File: src/rtl/mux_arb_pkg.sv
// Shared constants and state type for the round-robin 4:1 select arbiter.
package mux_arb_pkg;

  localparam int unsigned SEL_W        = 2;
  localparam int unsigned N_REQ        = 1 << SEL_W;
  localparam int unsigned HOLD_MAX_DEF = 8;

  typedef enum logic {
    IDLE  = 1'b0,
    GRANT = 1'b1
  } state_t;

endpackage

File: src/rtl/rr_pick.sv
// Combinational round-robin picker: first set request bit at or above ptr, wrapping.
module rr_pick
  import mux_arb_pkg::*;
(
  input  logic [N_REQ-1:0] req,
  input  logic [SEL_W-1:0] ptr,
  output logic             found,
  output logic [SEL_W-1:0] idx
);

  logic [SEL_W-1:0] w_cand;

  always_comb begin
    found  = 1'b0;
    idx    = '0;
    w_cand = '0;
    // Index arithmetic wraps naturally at SEL_W bits, giving the 3->0 rotation.
    for (int unsigned k = 0; k < N_REQ; k++) begin
      w_cand = ptr + SEL_W'(k);
      if (!found && req[w_cand]) begin
        found = 1'b1;
        idx   = w_cand;
      end
    end
  end

endmodule

File: src/rtl/mux_rr_arbiter.sv
// Round-robin owner of a shared 4:1 single-bit select with bounded grant tenure.
// Optional MUX_ARB_LOCK_EN adds a lock input that suppresses tenure preemption.
module mux_rr_arbiter
  import mux_arb_pkg::*;
#(
  parameter int unsigned HOLD_MAX = HOLD_MAX_DEF,
  parameter int unsigned CNT_W    = 8
) (
  input  logic             clk,
  input  logic             rst,
  input  logic [N_REQ-1:0] req,
`ifdef MUX_ARB_LOCK_EN
  input  logic             lock,
`endif
  input  logic [N_REQ-1:0] I,
  output logic [N_REQ-1:0] gnt,
  output logic [SEL_W-1:0] S,
  output logic             Y,
  output logic             y_valid,
  output logic             busy
);

  state_t           r_state, w_nx_state;
  logic [SEL_W-1:0] r_ptr, w_nx_ptr;
  logic [CNT_W-1:0] r_hold_cnt, w_nx_cnt;
  logic [N_REQ-1:0] r_gnt, w_nx_gnt;
  logic [SEL_W-1:0] r_S, w_nx_S;
  logic             r_Y, w_nx_Y;
  logic             r_y_valid, w_nx_valid;

  logic             w_lock;
  logic             w_rearb;
  logic             w_at_limit;
  logic [SEL_W-1:0] w_pick_ptr;
  logic             w_found;
  logic [SEL_W-1:0] w_idx;

`ifdef MUX_ARB_LOCK_EN
  assign w_lock = lock;
`else
  assign w_lock = 1'b0;
`endif

  assign w_at_limit = (r_hold_cnt == CNT_W'(HOLD_MAX - 1));

  // In GRANT the picker already sees the advanced pointer, so a release or
  // preemption re-arbitrates on the same edge without an idle bubble.
  assign w_pick_ptr = (r_state == GRANT) ? (r_S + SEL_W'(1)) : r_ptr;

  rr_pick u_pick (
    .req   (req),
    .ptr   (w_pick_ptr),
    .found (w_found),
    .idx   (w_idx)
  );

  always_comb begin
    w_nx_state = r_state;
    w_nx_ptr   = r_ptr;
    w_nx_cnt   = r_hold_cnt;
    w_nx_gnt   = r_gnt;
    w_nx_S     = r_S;
    w_nx_Y     = r_Y;
    w_nx_valid = 1'b0;
    w_rearb    = 1'b0;

    case (r_state)
      IDLE: begin
        if (w_found) begin
          w_nx_state = GRANT;
          w_nx_S     = w_idx;
          w_nx_gnt   = N_REQ'(1) << w_idx;
          w_nx_cnt   = '0;
        end
      end
      GRANT: begin
        if (!req[r_S]) begin
          w_rearb = 1'b1;
        end else begin
          w_nx_Y     = I[r_S];
          w_nx_valid = 1'b1;
          if (w_at_limit && !w_lock) begin
            w_rearb = 1'b1;
          end else if (!w_at_limit) begin
            w_nx_cnt = r_hold_cnt + CNT_W'(1);
          end
        end
      end
      default: begin
        w_nx_state = IDLE;
        w_nx_gnt   = '0;
      end
    endcase

    if (w_rearb) begin
      w_nx_ptr = w_pick_ptr;
      if (w_found) begin
        w_nx_state = GRANT;
        w_nx_S     = w_idx;
        w_nx_gnt   = N_REQ'(1) << w_idx;
        w_nx_cnt   = '0;
      end else begin
        w_nx_state = IDLE;
        w_nx_gnt   = '0;
      end
    end
  end

  always_ff @(posedge clk) begin
    if (rst) begin
      r_state    <= IDLE;
      r_ptr      <= '0;
      r_hold_cnt <= '0;
      r_gnt      <= '0;
      r_S        <= '0;
      r_Y        <= 1'b0;
      r_y_valid  <= 1'b0;
    end else begin
      r_state    <= w_nx_state;
      r_ptr      <= w_nx_ptr;
      r_hold_cnt <= w_nx_cnt;
      r_gnt      <= w_nx_gnt;
      r_S        <= w_nx_S;
      r_Y        <= w_nx_Y;
      r_y_valid  <= w_nx_valid;
    end
  end

  assign gnt     = r_gnt;
  assign S       = r_S;
  assign Y       = r_Y;
  assign y_valid = r_y_valid;
  assign busy    = (r_state == GRANT);

endmodule

File: config.mk
export PLATFORM = sky130hd
export DESIGN_NAME = mux_rr_arbiter
export DESIGN_NICKNAME = d
export VERILOG_FILES = /design/src/rtl/mux_arb_pkg.sv /design/src/rtl/rr_pick.sv /design/src/rtl/mux_rr_arbiter.sv
export SDC_FILE = /design/constraint.sdc
export NUM_CORES = 1
export LEC_CHECK = 0
export BUFFER_PORTS_ARGS = -buffer_cell sky130_fd_sc_hd__buf_2
export CAP_MARGIN = 30
export CORE_AREA = 2 2 60 62
export DETAILED_ROUTE_END_ITERATION = 8
export DIE_AREA = 0 0 62 64
export PLACE_DENSITY = 0.49
export RECOVER_POWER = 100
export SLEW_MARGIN = 5
export SYNTH_ARGS = -nofsm -noshare
export SYNTH_HDL_FRONTEND = slang
export SYNTH_SLANG_ARGS = --single-unit
File: constraint.sdc
create_clock -name clk -period 1.9 [get_ports clk]
set_input_delay 0.19 -clock clk [delete_from_list [all_inputs] [get_ports clk]]
set_output_delay 0.19 -clock clk [all_outputs]
set_load 0.01 [all_outputs]
* Word-level counts from Yosys, hierarchy flattened
Cells that the tools add are included.
** Storage, ports and cells
- Register bits after elaboration :: 19
- Latch bits :: 0
- RAM bits :: 0
- Bits in read-only memories :: 0
- Input port bits :: 10
- Word-level logic and storage cells :: 73
- Memories :: 0
** Operators by class
- $add $sub $neg :: 5
- $mul :: 0
- Div/mod/pow operators :: 0
- Order comparisons :: 5
- Eq/ne operators :: 2
- Shift operators :: 1
- Muxes and demuxes :: 42
- Bitwise gates (word level) :: 1
- Reductions and logical operators :: 10
** Operators by type and width (number)
- 8-bit 2-to-1 mux :: 5
- 2-bit 2-to-1 mux :: 9
- 1-bit 2-to-1 mux :: 17
- 4-bit 2-to-1 mux :: 4
- 8-bit case mux with 2 select lines :: 1
- 2-bit by 3-bit < comparator with 1-bit output, second input constant :: 5
- 1-bit binary-select mux with 2-bit select :: 6
- 8-bit by 1-bit adder with 8-bit output, second input constant :: 1
- 8-bit by 3-bit equality test with 1-bit output, second input constant :: 1
- 2-bit by 1-bit adder with 2-bit output, second input constant :: 2
- 2-bit adder, second input constant :: 2
- 2-bit AND reduction :: 2
- 1-bit by 2-bit << shifter with 4-bit output, first input constant :: 1
- 1-bit logical AND :: 3
- 1-bit zero test :: 3
- 2-bit by 1-bit inequality test with 1-bit output, second input constant :: 1
- 2-bit nonzero test :: 1
- 2-bit OR reduction :: 1
- 1-bit inverter :: 1

* Depth between registers and ports, before layout
- Word-level depth :: 18
- Gate-level depth with buffers :: 7
- Gate-level depth less buffers :: 5

* Hierarchy
A second synthesis with hierarchy kept.
** Second synthesis, totals
- Cell total of the unflattened synthesis :: 127
- Area, all modules :: 1043.5 µm²
** Modules (own cells, without submodules)
- mux_rr_arbiter :: times used 1, cells each 112, area an instance 965.9 µm²
- rr_pick :: times used 1, cells each 15, area an instance 77.6 µm²

* Worst setup path before layout
Ideal clock, no wire load.
- Path kind :: flip-flop to flip-flop
- Start :: register r_S[1] (netlist: S[1])
- End :: register r_gnt[0] (netlist: gnt[0])
- Setup time :: 0.092 ns
- Data arrival time :: 1.568 ns
- Required time :: 1.808 ns
- Path slack :: 0.240 ns
- Stages on the path, launching flop included :: 7
- Path buffers :: 1
- Clock period less this slack :: 1.660 ns
- Path through :: dfxtp_1 buf_6 mux2i_2 o22ai_4 a22oi_2 nand2b_1 o32ai_1
** Between the ends
- Longest elaborated chain between the ends :: 18
- Elaborated cells on any way between the ends :: 39
** Ends and longest elaborated chain
- from (decl) :: line mux_rr_arbiter.sv:27 : logic [SEL_W-1:0] r_S, w_nx_S;
- from (signal assigned) :: line mux_rr_arbiter.sv:123 : r_S <= w_nx_S;
- branches (longest 18 deep; another with 2-bit by 1-bit adder with 2-bit output)
- to (signal assigned) :: line mux_rr_arbiter.sv:122 : r_gnt <= w_nx_gnt;
- to (decl) :: line mux_rr_arbiter.sv:26 : logic [N_REQ-1:0] r_gnt, w_nx_gnt;
Parallel ways; which one is timed is not known. The select of a mux whose other input is x is not followed.
A chain may end at the register's enable or synchronous reset.

* Worst setup path in the final report
- Start :: register r_S[1] (netlist: S[1])
- End :: register r_hold_cnt[7]
** Between the ends
- Longest elaborated chain between the ends :: 18
- Elaborated cells on any way between the ends :: 32
** Ends and longest elaborated chain
- branches (longest 17 deep; another with 2-bit by 1-bit adder with 2-bit output)
- 8-bit 2-to-1 mux * :: line mux_rr_arbiter.sv:95 : if (w_rearb) begin
- to (signal assigned) :: line mux_rr_arbiter.sv:121 : r_hold_cnt <= w_nx_cnt;
- to (decl) :: line mux_rr_arbiter.sv:25 : logic [CNT_W-1:0] r_hold_cnt, w_nx_cnt;
Every way passes the cells marked *. The select of a mux whose other input is x is not followed.

==> impl_results.md <==
* Result of the run: finished, final reports clean
* Worst voltage drop across the vdd grid at 371 uV
* Leakage dissipation at 0.501 nW
* Sum of met2 wire segment lengths after detailed routing at 1400 um
* Tightest slew margin relative to the limit at 55.9%
* Total number of clock tree sinks at 19
* Overall track demand over capacity in global routing at 16.2%
* Post-synthesis instance area at 0.00113 sq mm
* Net Count, Synth at 141
* Number of warnings printed during yosys synthesis at 0
* Top FF cell, synth: sky130_fd_sc_hd__dfxtp_1
* Rows at 21
* Total Nets Final at 173
* Starting density of the core at 34.4%
* Highest fanout seen on the critical path at 6
* Chip height at 64 um
* Worst-case register-to-register setup slack at 150 ps
* Sum Neg Setup Slack at 0 ps
* Average size of a mapped cell at 8.68 sq um
* Commonest cells after routing, fill and taps aside: sky130_fd_sc_hd__dfxtp_1 (16), sky130_fd_sc_hd__nand2_1 (12), sky130_fd_sc_hd__buf_2 (12), sky130_fd_sc_hd__buf_4 (12), sky130_fd_sc_hd__nor2_1 (11)
* Core ar. at 0.00328 sq mm
* Flip-flop and latch count after synthesis at 19
* Count of buffers inserted at the top-level ports at 18
* Horiz. Die Dim at 62 um
* Total setup violations reported at the end of the flow at 0
* Number of clock buffers inserted by TritonCTS at 3
* Final number of max-transition violations at 0
* M1 WL at 1320 um
* Detailed Place HPWL at 2160 um
* Data required time at the worst endpoint at 2090 ps
* Library cells used by synthesis at 46
* Leading cell type in the layout, fill and taps excluded: sky130_fd_sc_hd__dfxtp_1
* Worst r2r path cells at 5
* Setup crit end kind: register
* Post-route ant nets at 0
* Layout-stage area growth over the synthesis result at 21.3%
* Destination of the worst hold path: S[0]
* Wire per inst at 13.6 um
* Data arrival time at the worst-slack endpoint at 1940 ps
* Clk Latency, worst-skew pair at 300 ps
* Floorplan die area at 0.00397 sq mm
* Num ports at 19
* TritonCTS clock tree: built
* Total Routed Length at 2810 um
* Total count of hold-check failures in the final report at 0
* Power per cell area at 665 mW/mm^2
* Layout cells sized above 1 at 24.8%
* Setup Slack @ Placement at 88.1 ps
* Reg2Reg Launch Point: S[1]
* DRT Pass-1 Iters at 4
* Post-detailed-route DRC marker count at 0
* Crit Reg-Reg Endpoint: r_hold_cnt[7]
* Final critical delay including setup and external delays at 1750 ps
* Kind of start point of the critical path: register
* Largest net degree at the start of global routing at 16
* Top layer used by detailed routing: met4
* Maximum root-to-sink buffer count at 2
* Pin slew with the least headroom to its limit at 656 ps
* Clock tree root driver cell: sky130_fd_sc_hd__clkbuf_4
* Global-route wire length before repair at 4910 um
* Count of vias placed by the detailed router at 1086
* Gr ovfl total at 0
* H-tree level count at 1
* Highest clock frequency the design can meet at 571 MHz
* RSZ-0062 raised after global routing: no
* Final clock skew at 9.17 ps
* Cells after Synth at 130
* Vias in the first global route at 1099
* Path category of the worst min-delay check: input pin to register
* Reg clk slew, reported paths at 110 ps
* Per-cell via count in the routed design at 5.25
* Initial antenna violation count at 0
* Max-cap viol count at 0
* Number of design-rule violations left by the first detailed-router iteration at 50
* Worst setup slack after layout at 148 ps
* Hold Path Origin: rst
* Critical path start-end classification: register to register
* Final worst path period share at 92.2%
* GP Congestion at 0.770
* Sequential-to-total area share from yosys stat at 33.7%
* Number of instances on the worst hold path at 2
* Number of antenna cells inserted at 0
* Amount of wire on met3 after detailed routing at 71 um
* Proportion of synthesized flip-flops having asynchronous set or reset at 0%
* Cts-stage hold buffer count at 0
* Number of synthesized flops with an enable pin at 0
-- report_power, final --
group          internal, mW  switching [mW]  total [mW]
registers             0.424          0.0283       0.452
logic                 0.119           0.134       0.253
clock network        0.0784           0.127       0.205
-- what timing repair did --
action,CTS,global route
resized for setup,0,5
endpoints found under the setup margin,0,8
buffers inserted,0,0
-- stage by stage --
stage	total power [mW]	utilization, %	instance area (sq um)	hold slack (ps)	instances
after floorplan	0.617	-	1130	262	130
after global placement	0.716	41.1	1350	442	203
after detailed placement	0.717	41.1	1350	457	203
after CTS	0.924	41.9	1380	217	207
after global routing	0.976	41.7	1370	211	207
final	0.910	41.7	1370	231	207
-- synth_stat cells, types with 2 or more instances --
master                     number  area (sq um)
sky130_fd_sc_hd__nand4_1        3          18.8
sky130_fd_sc_hd__a211oi_1       2          15.0
sky130_fd_sc_hd__a31oi_1        2          12.5
sky130_fd_sc_hd__nor2b_1        3          18.8
sky130_fd_sc_hd__nand2_1       12          45.0
sky130_fd_sc_hd__a21o_1         2          15.0
sky130_fd_sc_hd__nor3_1         2          10.0
sky130_fd_sc_hd__buf_2          2          10.0
sky130_fd_sc_hd__o21ai_0        5          25.0
sky130_fd_sc_hd__inv_1          4          15.0
sky130_fd_sc_hd__or3_1          2          12.5
sky130_fd_sc_hd__xor2_1         2          17.5
sky130_fd_sc_hd__or4_1          2          15.0
sky130_fd_sc_hd__nand2b_1       6          37.5
sky130_fd_sc_hd__nand3_1        7          35.0
sky130_fd_sc_hd__nand3b_1       2          15.0
sky130_fd_sc_hd__mux2i_2        2          27.5
sky130_fd_sc_hd__mux2i_1        4          40.0
sky130_fd_sc_hd__dfxtp_1       19           380
sky130_fd_sc_hd__nor2_1        11          41.3
sky130_fd_sc_hd__a21oi_1        9          45.0
sky130_fd_sc_hd__o32ai_1        2          17.5
sky130_fd_sc_hd__and4_1         2          17.5
-- area by class of cell --
cell class	instances	area, sq um
clock inverters	1	5.00
repair buffers	32	181
clock buffers	3	22.5
well taps	46	57.6
multi-input cells	102	703
fillers	357	1920
flip-flops and latches	19	384
inverters	4	15.0
-- cells by family after synthesis --
| group | share of synthesized area (%) |
|---|---|
| compound gates | 22.5 |
| xor+xnor | 2.33 |
| fa+ha+maj | 1.11 |
| buf+inv | 4.21 |
| flops | 33.7 |
| mux | 7.98 |
| simple gates | 28.2 |
-- flip-flops by register name (all words and copies together) (netlist names) --
signal / count
y_valid: 1
r_ptr: 2
r_hold_cnt: 8
busy: 1
S: 2
Y: 1
gnt: 4
-- worst max-delay path: stages, from the launching register on --
cell                      delay, ps
sky130_fd_sc_hd__dfxtp_2        450
sky130_fd_sc_hd__mux2i_2        370
sky130_fd_sc_hd__o22ai_4        150
sky130_fd_sc_hd__a21oi_1        330
sky130_fd_sc_hd__or2_1          270
sky130_fd_sc_hd__nor2_1          80
-- worst max-delay path by stage --
stage,slack (ps),endpoint,depth (start not counted),startpoint
after CTS,60,gnt[0],6,busy
after floorplan,240,gnt[0],6,S[1]
final,150,r_hold_cnt[7],5,S[1]
after global placement,100,gnt[0],6,busy
after detailed placement,90,gnt[0],6,busy
after global routing,20,gnt[0],5,S[1]
-- per-layer routing --
metal,up-vias,GRT usage (%)
li1,552,-
met1,521,20.9
met2,11,27.1
met3,2,4.66
met4,0,1.60
met5,-,0
(Power assumes the default switching activity.)
